==> src/rtl/banner_text_ctrl.sv <==
// banner_text_ctrl: frame-synchronous scheduler for the on-screen text banner.
// Message requests arrive over a valid/ready handshake, wait in a one-entry
// pending register and take effect only on frame_tick, so the banner never
// changes mid-frame. Each message is timed in frames (0 = persistent). For
// every scanned pixel a registered glyph code and glyph origin are produced
// for the per-character glyph units.
//
// Ports:
//   clk, rst_n        pixel clock, asynchronous active-low reset
//   frame_tick        one-cycle pulse at start of vertical blank
//   req_valid/ready   request handshake (accepted when valid && ready)
//   req_msg           0 "PONG", 1 "L WINS", 2 "R WINS", 3 "PAUSE"
//   req_frames        display duration in frames, 0 = persistent
//   req_clear         request blanks the banner
//   x, y              current pixel column/row
//   char_code         glyph select for the pixel's slot (1-cycle latency)
//   char_x, char_y    glyph origin for the slot
//   char_active       pixel lies in a non-blank slot of the visible banner
//   busy              a message is being shown
//
// Optional feature: define BANNER_BLINK_EN to blink the banner with a
// half-period of 2^BLINK_SHIFT frames (only char_active is gated).

module banner_text_ctrl #(
    parameter int unsigned BASE_X     = 192,
    parameter int unsigned BASE_Y     = 220,
    parameter int unsigned PITCH_LOG2 = 5,
    parameter int unsigned CHAR_H     = 40
`ifdef BANNER_BLINK_EN
    , parameter int unsigned BLINK_SHIFT = 4
`endif
) (
    input  logic        clk,
    input  logic        rst_n,
    input  logic        frame_tick,
    input  logic        req_valid,
    output logic        req_ready,
    input  logic [1:0]  req_msg,
    input  logic [7:0]  req_frames,
    input  logic        req_clear,
    input  logic [9:0]  x,
    input  logic [9:0]  y,
    output logic [3:0]  char_code,
    output logic [31:0] char_x,
    output logic [31:0] char_y,
    output logic        char_active,
    output logic        busy
);

    localparam int unsigned MSG_W  = 2;
    localparam int unsigned FRM_W  = 8;
    localparam int unsigned CODE_W = 4;
    localparam int unsigned SLOT_W = 3;
    localparam int unsigned CMP_W  = 11;
    localparam int unsigned OUT_W  = 32;
    localparam int unsigned BOX_W  = 1 << (SLOT_W + PITCH_LOG2);

    typedef enum logic {IDLE, SHOW} state_t;

    typedef struct packed {
        logic [MSG_W-1:0] msg;
        logic [FRM_W-1:0] frames;
        logic             clear;
    } req_t;

    state_t            state_q, state_d;
    logic              pend_valid_q;
    req_t              pend_q;
    logic [MSG_W-1:0]  msg_q, msg_d;
    logic [FRM_W-1:0]  cnt_q, cnt_d;
    logic              accept;
    logic              visible;

    assign req_ready = !pend_valid_q;
    assign busy      = (state_q == SHOW);
    assign accept    = req_valid && !pend_valid_q;

    // Message ROM: 8 slots per message, left-aligned, blank-padded.
    function automatic logic [CODE_W-1:0] rom_lookup(input logic [MSG_W-1:0] m,
                                                     input logic [SLOT_W-1:0] s);
        logic [CODE_W-1:0] c;
        c = '0;
        case ({m, s})
            5'b00_000: c = 4'd1;
            5'b00_001: c = 4'd2;
            5'b00_010: c = 4'd3;
            5'b00_011: c = 4'd4;
            5'b01_000: c = 4'd5;
            5'b01_010: c = 4'd10;
            5'b01_011: c = 4'd11;
            5'b01_100: c = 4'd3;
            5'b01_101: c = 4'd13;
            5'b10_000: c = 4'd9;
            5'b10_010: c = 4'd10;
            5'b10_011: c = 4'd11;
            5'b10_100: c = 4'd3;
            5'b10_101: c = 4'd13;
            5'b11_000: c = 4'd1;
            5'b11_001: c = 4'd14;
            5'b11_010: c = 4'd15;
            5'b11_011: c = 4'd13;
            5'b11_100: c = 4'd6;
            default:   c = '0;
        endcase
        return c;
    endfunction

    // Pending register; a tick consumes it, so it cannot accept on that cycle.
    always_ff @(posedge clk or negedge rst_n) begin
        if (!rst_n) begin
            pend_valid_q <= 1'b0;
            pend_q       <= '0;
        end else if (frame_tick && pend_valid_q) begin
            pend_valid_q <= 1'b0;
        end else if (accept) begin
            pend_valid_q <= 1'b1;
            pend_q       <= {req_msg, req_frames, req_clear};
        end
    end

    // State register.
    always_ff @(posedge clk or negedge rst_n) begin
        if (!rst_n) begin
            state_q <= IDLE;
            msg_q   <= '0;
            cnt_q   <= '0;
        end else begin
            state_q <= state_d;
            msg_q   <= msg_d;
            cnt_q   <= cnt_d;
        end
    end

    // Next state: everything moves on frame_tick only; pending preempts.
    always_comb begin
        state_d = state_q;
        msg_d   = msg_q;
        cnt_d   = cnt_q;
        if (frame_tick) begin
            if (pend_valid_q) begin
                if (pend_q.clear) begin
                    state_d = IDLE;
                end else begin
                    state_d = SHOW;
                    msg_d   = pend_q.msg;
                    cnt_d   = pend_q.frames;
                end
            end else if (state_q == SHOW && cnt_q != '0) begin
                cnt_d = cnt_q - FRM_W'(1);
                if (cnt_q == FRM_W'(1)) begin
                    state_d = IDLE;
                end
            end
        end
    end

`ifdef BANNER_BLINK_EN
    localparam int unsigned BLINK_W = 8;

    logic [BLINK_W-1:0] blink_q, blink_d;

    // Blink phase counter: restarts on message load, advances per shown frame.
    always_comb begin
        blink_d = blink_q;
        if (frame_tick && pend_valid_q && !pend_q.clear) begin
            blink_d = '0;
        end else if (frame_tick && state_q == SHOW) begin
            blink_d = blink_q + BLINK_W'(1);
        end
    end

    always_ff @(posedge clk or negedge rst_n) begin
        if (!rst_n) begin
            blink_q <= '0;
        end else begin
            blink_q <= blink_d;
        end
    end

    assign visible = !blink_q[BLINK_SHIFT];
`else
    assign visible = 1'b1;
`endif

    // Pixel lookup, compared at 11 bits so x near 1023 cannot wrap into the box.
    logic [CMP_W-1:0]  x_ext, y_ext, offset;
    logic [SLOT_W-1:0] slot;
    logic              in_box;
    logic [CODE_W-1:0] code_c;

    assign x_ext  = {1'b0, x};
    assign y_ext  = {1'b0, y};
    assign offset = x_ext - CMP_W'(BASE_X);
    assign slot   = SLOT_W'(offset >> PITCH_LOG2);
    assign in_box = (x_ext >= CMP_W'(BASE_X)) && (x_ext < CMP_W'(BASE_X + BOX_W)) &&
                    (y_ext >= CMP_W'(BASE_Y)) && (y_ext < CMP_W'(BASE_Y + CHAR_H));
    assign code_c = (in_box && state_q == SHOW) ? rom_lookup(msg_q, slot) : '0;

    // Output pipeline stage.
    always_ff @(posedge clk or negedge rst_n) begin
        if (!rst_n) begin
            char_code   <= '0;
            char_x      <= '0;
            char_y      <= '0;
            char_active <= 1'b0;
        end else begin
            char_code   <= code_c;
            char_x      <= in_box ? (OUT_W'(BASE_X) + (OUT_W'(slot) << PITCH_LOG2)) : '0;
            char_y      <= OUT_W'(BASE_Y);
            char_active <= (code_c != '0) && visible;
        end
    end

endmodule

==> config.mk <==
export PLATFORM = sky130hd
export DESIGN_NAME = banner_text_ctrl
export DESIGN_NICKNAME = d
export VERILOG_FILES = /design/src/rtl/banner_text_ctrl.sv
export SDC_FILE = /design/constraint.sdc
export NUM_CORES = 1
export LEC_CHECK = 0
export BUFFER_PORTS_ARGS = -buffer_cell sky130_fd_sc_hd__buf_4
export CORE_UTILIZATION = 30
export CTS_CLUSTER_DIAMETER = 40
export DETAILED_ROUTE_END_ITERATION = 10
export HOLD_SLACK_MARGIN = 0.02
export PLACE_DENSITY = 0.56
export REMOVE_ABC_BUFFERS = 1
export SYNTH_ARGS = -nofsm -noshare
export SYNTH_HDL_FRONTEND = slang
export SYNTH_SLANG_ARGS = --single-unit
==> constraint.sdc <==
create_clock -name clk -period 1.9 [get_ports clk]
set_input_delay 0.095 -clock clk [delete_from_list [all_inputs] [get_ports clk]]
set_output_delay 0.095 -clock clk [all_outputs]
set_load 0.005 [all_outputs]
# ---- Word level (Yosys, flattened, before mapping)
# Memory sizes are Yosys's and may differ from the RTL's.
# Index checks and enable logic that the tools add are counted.
dict set report word_totals {
  reg_bits 38
  mem_bits_ro 128
  in_bits 35
  out_inout_bits 71
  wordCells 51
  memories 1
}
dict set report op_classes {
  n_addsub 3
  n_lt_le_gt_ge 4
  n_eq_ne 2
  muxes 11
  bitwise_logic 2
  reduce_logical 17
}
# name depth word_bits read_ports rd_clocked_by_memory_dff write_ports line
set mem_list {}
lappend mem_list {{(name not given)} 32 4 1 0 0 83} ;# case ({m, s})
# cell count
set ops {}
lappend ops {{two-way mux 8 bit} 3}
lappend ops {{>= comparator 10 x 8 -> 1 bit (second input constant)} 2}
lappend ops {{< comparator 10 x 9 -> 1 bit (second input constant)} 2}
lappend ops {{adder 8 x 8 -> 9 bit (first input constant)} 1}
lappend ops {{two-way mux 9 bit} 1}
lappend ops {{AND reduction 3 bit} 3}
lappend ops {{equality test 8 x 1 -> 1 bit (second input constant)} 1}
lappend ops {{nonzero test 8 bit} 1}
lappend ops {{subtractor 8 x 1 -> 8 bit (second input constant)} 1}
lappend ops {{subtractor 8 bit (second input constant)} 1}
lappend ops {{logical AND 1 bit} 7}
lappend ops {{two-way mux 1 bit} 6}
lappend ops {{nonzero test 2 bit} 3}
lappend ops {{two-way mux 4 bit} 1}
lappend ops {{nonzero test 4 bit} 1}
lappend ops {{!= test 2 bit (second input constant)} 1}
lappend ops {{inverter 1 bit} 2}
lappend ops {{AND reduction 2 bit} 1}
lappend ops {{logical NOT 1 bit} 1}

# ---- Logic depth before layout (Yosys ltp)
dict set report logic_depth {
  word_depth 7
  depth_mapped 8
  ltp_nobuf 7
}

# ---- Worst setup path after synthesis
# Ideal clock, no wire load.
dict set report synth_path {
  path_type {flip-flop to flip-flop}
  start {register cnt_q[0]}
  end {register cnt_q[6]}
  setup_time_ns 0.123
  arrival_ns 1.686
  t_required_ns 1.777
  setup_slack_ns 0.092
  stages_incl_launch_ff 8
  n_path_buf 1
  period_less_slack_ns 1.808
  path_cell_list {dfrtp_1 inv_1 ha_1 nor3b_2 a211oi_2 or2_0 buf_2 o221a_2}
}
dict set report synth_via {
  elab_chain_len 4
  elab_cells_between_ends 7
  classes_between {add/sub (1); mux (2); reduce/logical (4)}
}
# element line
set synth_lines {}
lappend synth_lines {{from (decl)} 70} ;# logic [FRM_W-1:0] cnt_q, cnt_d;
lappend synth_lines {{from (signal assigned)} 130} ;# cnt_q <= cnt_d;
lappend synth_lines {{branches (longest 4 deep; another with subtractor 8 x 1 -> 8 bit)} n/a}
# Parallel ways; which one is timed is not known. The select of a mux whose other input is x is not followed.
# A chain may end at the register's enable or synchronous reset.

# ---- Final worst setup path
# Ends and elaborated chain as after synthesis.

==> reports/results.tsv <==
stage	metric	value	unit
clocking	cts_tree	built	
timing	fin_crit	1796	ps
pwr	combinationalPowerShare	0.340	
clocking	cts.path.max_buffers	2	
timing	finalMaxSlewViolations	0	
pwr	cellInternalPower	1664	uW
routing	drtPass1Iterations	4	
critical_path	criticalPathCategory	reg -> reg	
routing	drt-wirelength-per-cell	10.52	um
synthesis	post_synth_main_area_contributors	dfrtp_1 37%, buf_4 20%, mux2_2 6.6%	
floorplanning	initial_core_util	0.3091	
timing	worst_hold_slack	37.49	ps
place	post_dp_hpwl	3.113	mm
pwr	share_seq_of_total_power	0.433	
routing	ant_nets	0	
synthesis	number_of_enable_flip_flop_cells_after_synthesis	0	
routing	num_vias	1602	
critical_path	timing.critical_path.to_type	register	
pwr	design_power_total	2550	uW
routing	routed_wirelength	4.018	mm
critical_path	crit_fanout	7	
timing	finalClockSkew	6.520	ps
synthesis	synthesis.area	2230	um2
critical_path	critical_path_required	2070	ps
grt	globalRoute.totalOverflow	0	
place	post-place-ws	29.22	ps
place	place.gp.congestion	0.7925	
flow_run	timing.max_cap.violations	0	
synthesis	dominantRegCellSynth	dfrtp_1	
clocking	root_buffer	clkbuf_8	
floorplanning	die_area	7781	um2
floorplanning	core.rowCount	31	
clocking	number_of_buffers_created_by_cts	5	
timing	tns	0	ps
clocking	cts_sink_cnt	33	
outcome	outcome	finished clean	
floorplanning	core-area	7214	um2
timing	achievable-frequency	0.5568	GHz
critical_path	critical-path-slowest-cell	dfrtp_1	
synthesis	synth_seq_area_share	0.3704	
finish	area.growth.synth_to_final	16.27	%
floorplanning	die_height	88.21	um
critical_path	cp-start-kind	register	
clocking	htreeDepth	2	
finish	nNetsFinal	326	
routing	initialDrtViolationCount	136	
timing	timing_hold_violations_final	0	
grt	initial_antenna_violation_count	0	
floorplanning	x_dimension_of_the_die	88.21	um
pwr	power_switching_share	0.3475	
timing	setup-violations-final	0	
clocking	clk-insertion-delay-late	290	ps
critical_path	critical_path.cell_chain	inv_1, ha_1, nor3b_2, a211oi_2, or2_1, o221a_2	
finish	nFillCells	763	
place	placement.io_buffers	43	
pwr	power.leakage	0.001289	uW
pwr	power_density	983.4	nW/um2
clocking	worst_setup_hold_path_clk_slew	70	ps
synthesis	ys_async_sr_fraction	1.000	
grt	first_global_vias	1493	
grt	grt_start_max_net_pins	34	
grt	grt_first_pass_wirelength	6.713	mm
synthesis	post_synthesis_area_per_instance	9.528	um2
pwr	power_switching	885.9	uW
timing	rsz_0062_raised_after_global_routing	no	
critical_path	cp_peak_stage_delay	420	ps
floorplanning	ioPinCount	106	
synthesis	synth_cell_types	48	
pwr	power.ir.vdd_worst	0.0002541	V
synthesis	synthesis.yosys.warnings	0	
timing	final_min_period_over_clock_period	0.9453	
routing	detail_route.vias_per_cell	4.194	
finish	antenna-diode-count	0	
worst_hold_path	min_path_type	in -> reg	
synthesis	post_synth_most_frequent_cells	59 x buf_4, 33 x dfrtp_1, 17 x nand2_1, 15 x nor2_1, 13 x mux2_2	
synthesis	synth_largest_type_area_fraction	0.3704	
finish	final_layout_size_suffix_gt1_frac	0.2792	
synthesis	synth.most_common_cell	buf_4	
finish	layoutNonFillerInstCount	382	
timing	finalWorstSetupSlack	104.0	ps
place	place.detailed.instances	372	
critical_path	worst_ep_arrival_time	1970	ps
routing	remaining_drc_errors	0	
pwr	clock_power_share	0.227	
grt	groute.usage.overall	0.1121	
synthesis	ys_seq_elements	33	
synthesis	post_synth_inst_count	234	
synthesis	leading_area_contributor_after_synthesis	dfrtp_1	
[area by class of cell]
cell class / count / area [um2] / area share
Clock buffer: 7 / 96.34 / 0.03716
Sequential cell: 33 / 825.8 / 0.3185
Tap cell: 99 / 123.9 / 0.04778
Multi-Input combinational cell: 178 / 1094 / 0.4218
Inverter: 10 / 37.54 / 0.01448
Timing Repair Buffer: 54 / 410.4 / 0.1583
Clock inverter: 1 / 5.005 / 0.001930
[what timing repair did]
item                                    4_1_cts  5_1_grt
hold buffers                                  2        0
buffers inserted                              0        0
endpoints found under the setup margin        0        7
resized for setup                             0        1
endpoints found under the hold margin        34        0
[power by group through the flow]
stage	clock [uW]	combinational [uW]	sequential [uW]
after floorplan	0	568	1090
after global placement	0	841	1120
after detailed placement	0	861	1120
after CTS	602	868	1110
after global routing	632	981	1150
final	578	866	1110
[stage by stage]
stage | cell area [um2] | util
floorplan | 1957 | -
CTS | 2592 | 0.3593
global placement | 2471 | 0.3425
detailed placement | 2471 | 0.3425
finish | 2592 | 0.3593
global route | 2592 | 0.3593
[layer usage]
| layer | wire, um | vias up | global-route usage | part of all wire |
|---|---|---|---|---|
| li1 | - | 779 | - | - |
| met1 | 1788 | 763 | 0.1420 | 0.44 |
| met5 | 0 | - | 0 | 0 |
| met2 | 1919 | 55 | 0.1832 | 0.48 |
| met4 | 75 | 0 | 0.04985 | 0.019 |
| met3 | 235 | 5 | 0.02519 | 0.058 |
[worst max-delay path: cells and delay by family (launching register included)]
kind                     cells  cell delay, ps
flip-flops                   1             420
adder cells (fa/ha/maj)      1             210
AND/OR/NAND/NOR              2             570
buffers and inverters        1              90
AO/OA/AOI/OAI                2             380
[cell families after synthesis]
family | after synthesis | share of synthesized area
other | 2 | 0.003368
flip-flops | 33 | 0.3704
AND/OR/NAND/NOR | 57 | 0.1397
buffers and inverters | 77 | 0.2301
multiplexers | 15 | 0.07464
AO/OA/AOI/OAI | 37 | 0.1156
adder cells (fa/ha/maj) | 9 | 0.05051
XOR/XNOR | 4 | 0.01572
[registers in the layout, summed over array words and instances (netlist names)]
| name | count |
|---|---|
| msg_q | 2 |
| char_code | 4 |
| busy | 1 |
| cnt_q | 8 |
| pend_q | 11 |
| char_active | 1 |
| char_y | 1 |
| char_x | 4 |
| pend_valid_q | 1 |
[final timing paths]
kind,endpoint,start,cells past startpoint,slack (ps)
worst min register to register,msg_q[1],pend_q[10],2,480
min in group asynchronous,pend_q[1],rst_n,2,280
max in group asynchronous,char_code[0],rst_n,2,1310
worst max register to register,cnt_q[6],cnt_q[0],6,100
worst min-delay path,pend_q[1],req_frames[0],2,40
worst max-delay path,cnt_q[6],cnt_q[0],6,100
[layout by cell type, fill, tap and decap left out, types with 3 or more instances in the layout]
master    synthesis  layout
nor2_1           15      15
and3_1            3       3
nand2_1          17      17
conb_1            2      56
inv_1            10      10
o211ai_1          5       5
dfrtp_1          33      33
nor3_1            3       3
buf_4            59      52
mux2_2           13      13
a31oi_1           3       3
a21oi_1           8       8
clkbuf_8          0       7
o21ai_0           6       6
xnor2_1           3       3
ha_1              9       9
Note: power is estimated with default switching activity, not from simulation.
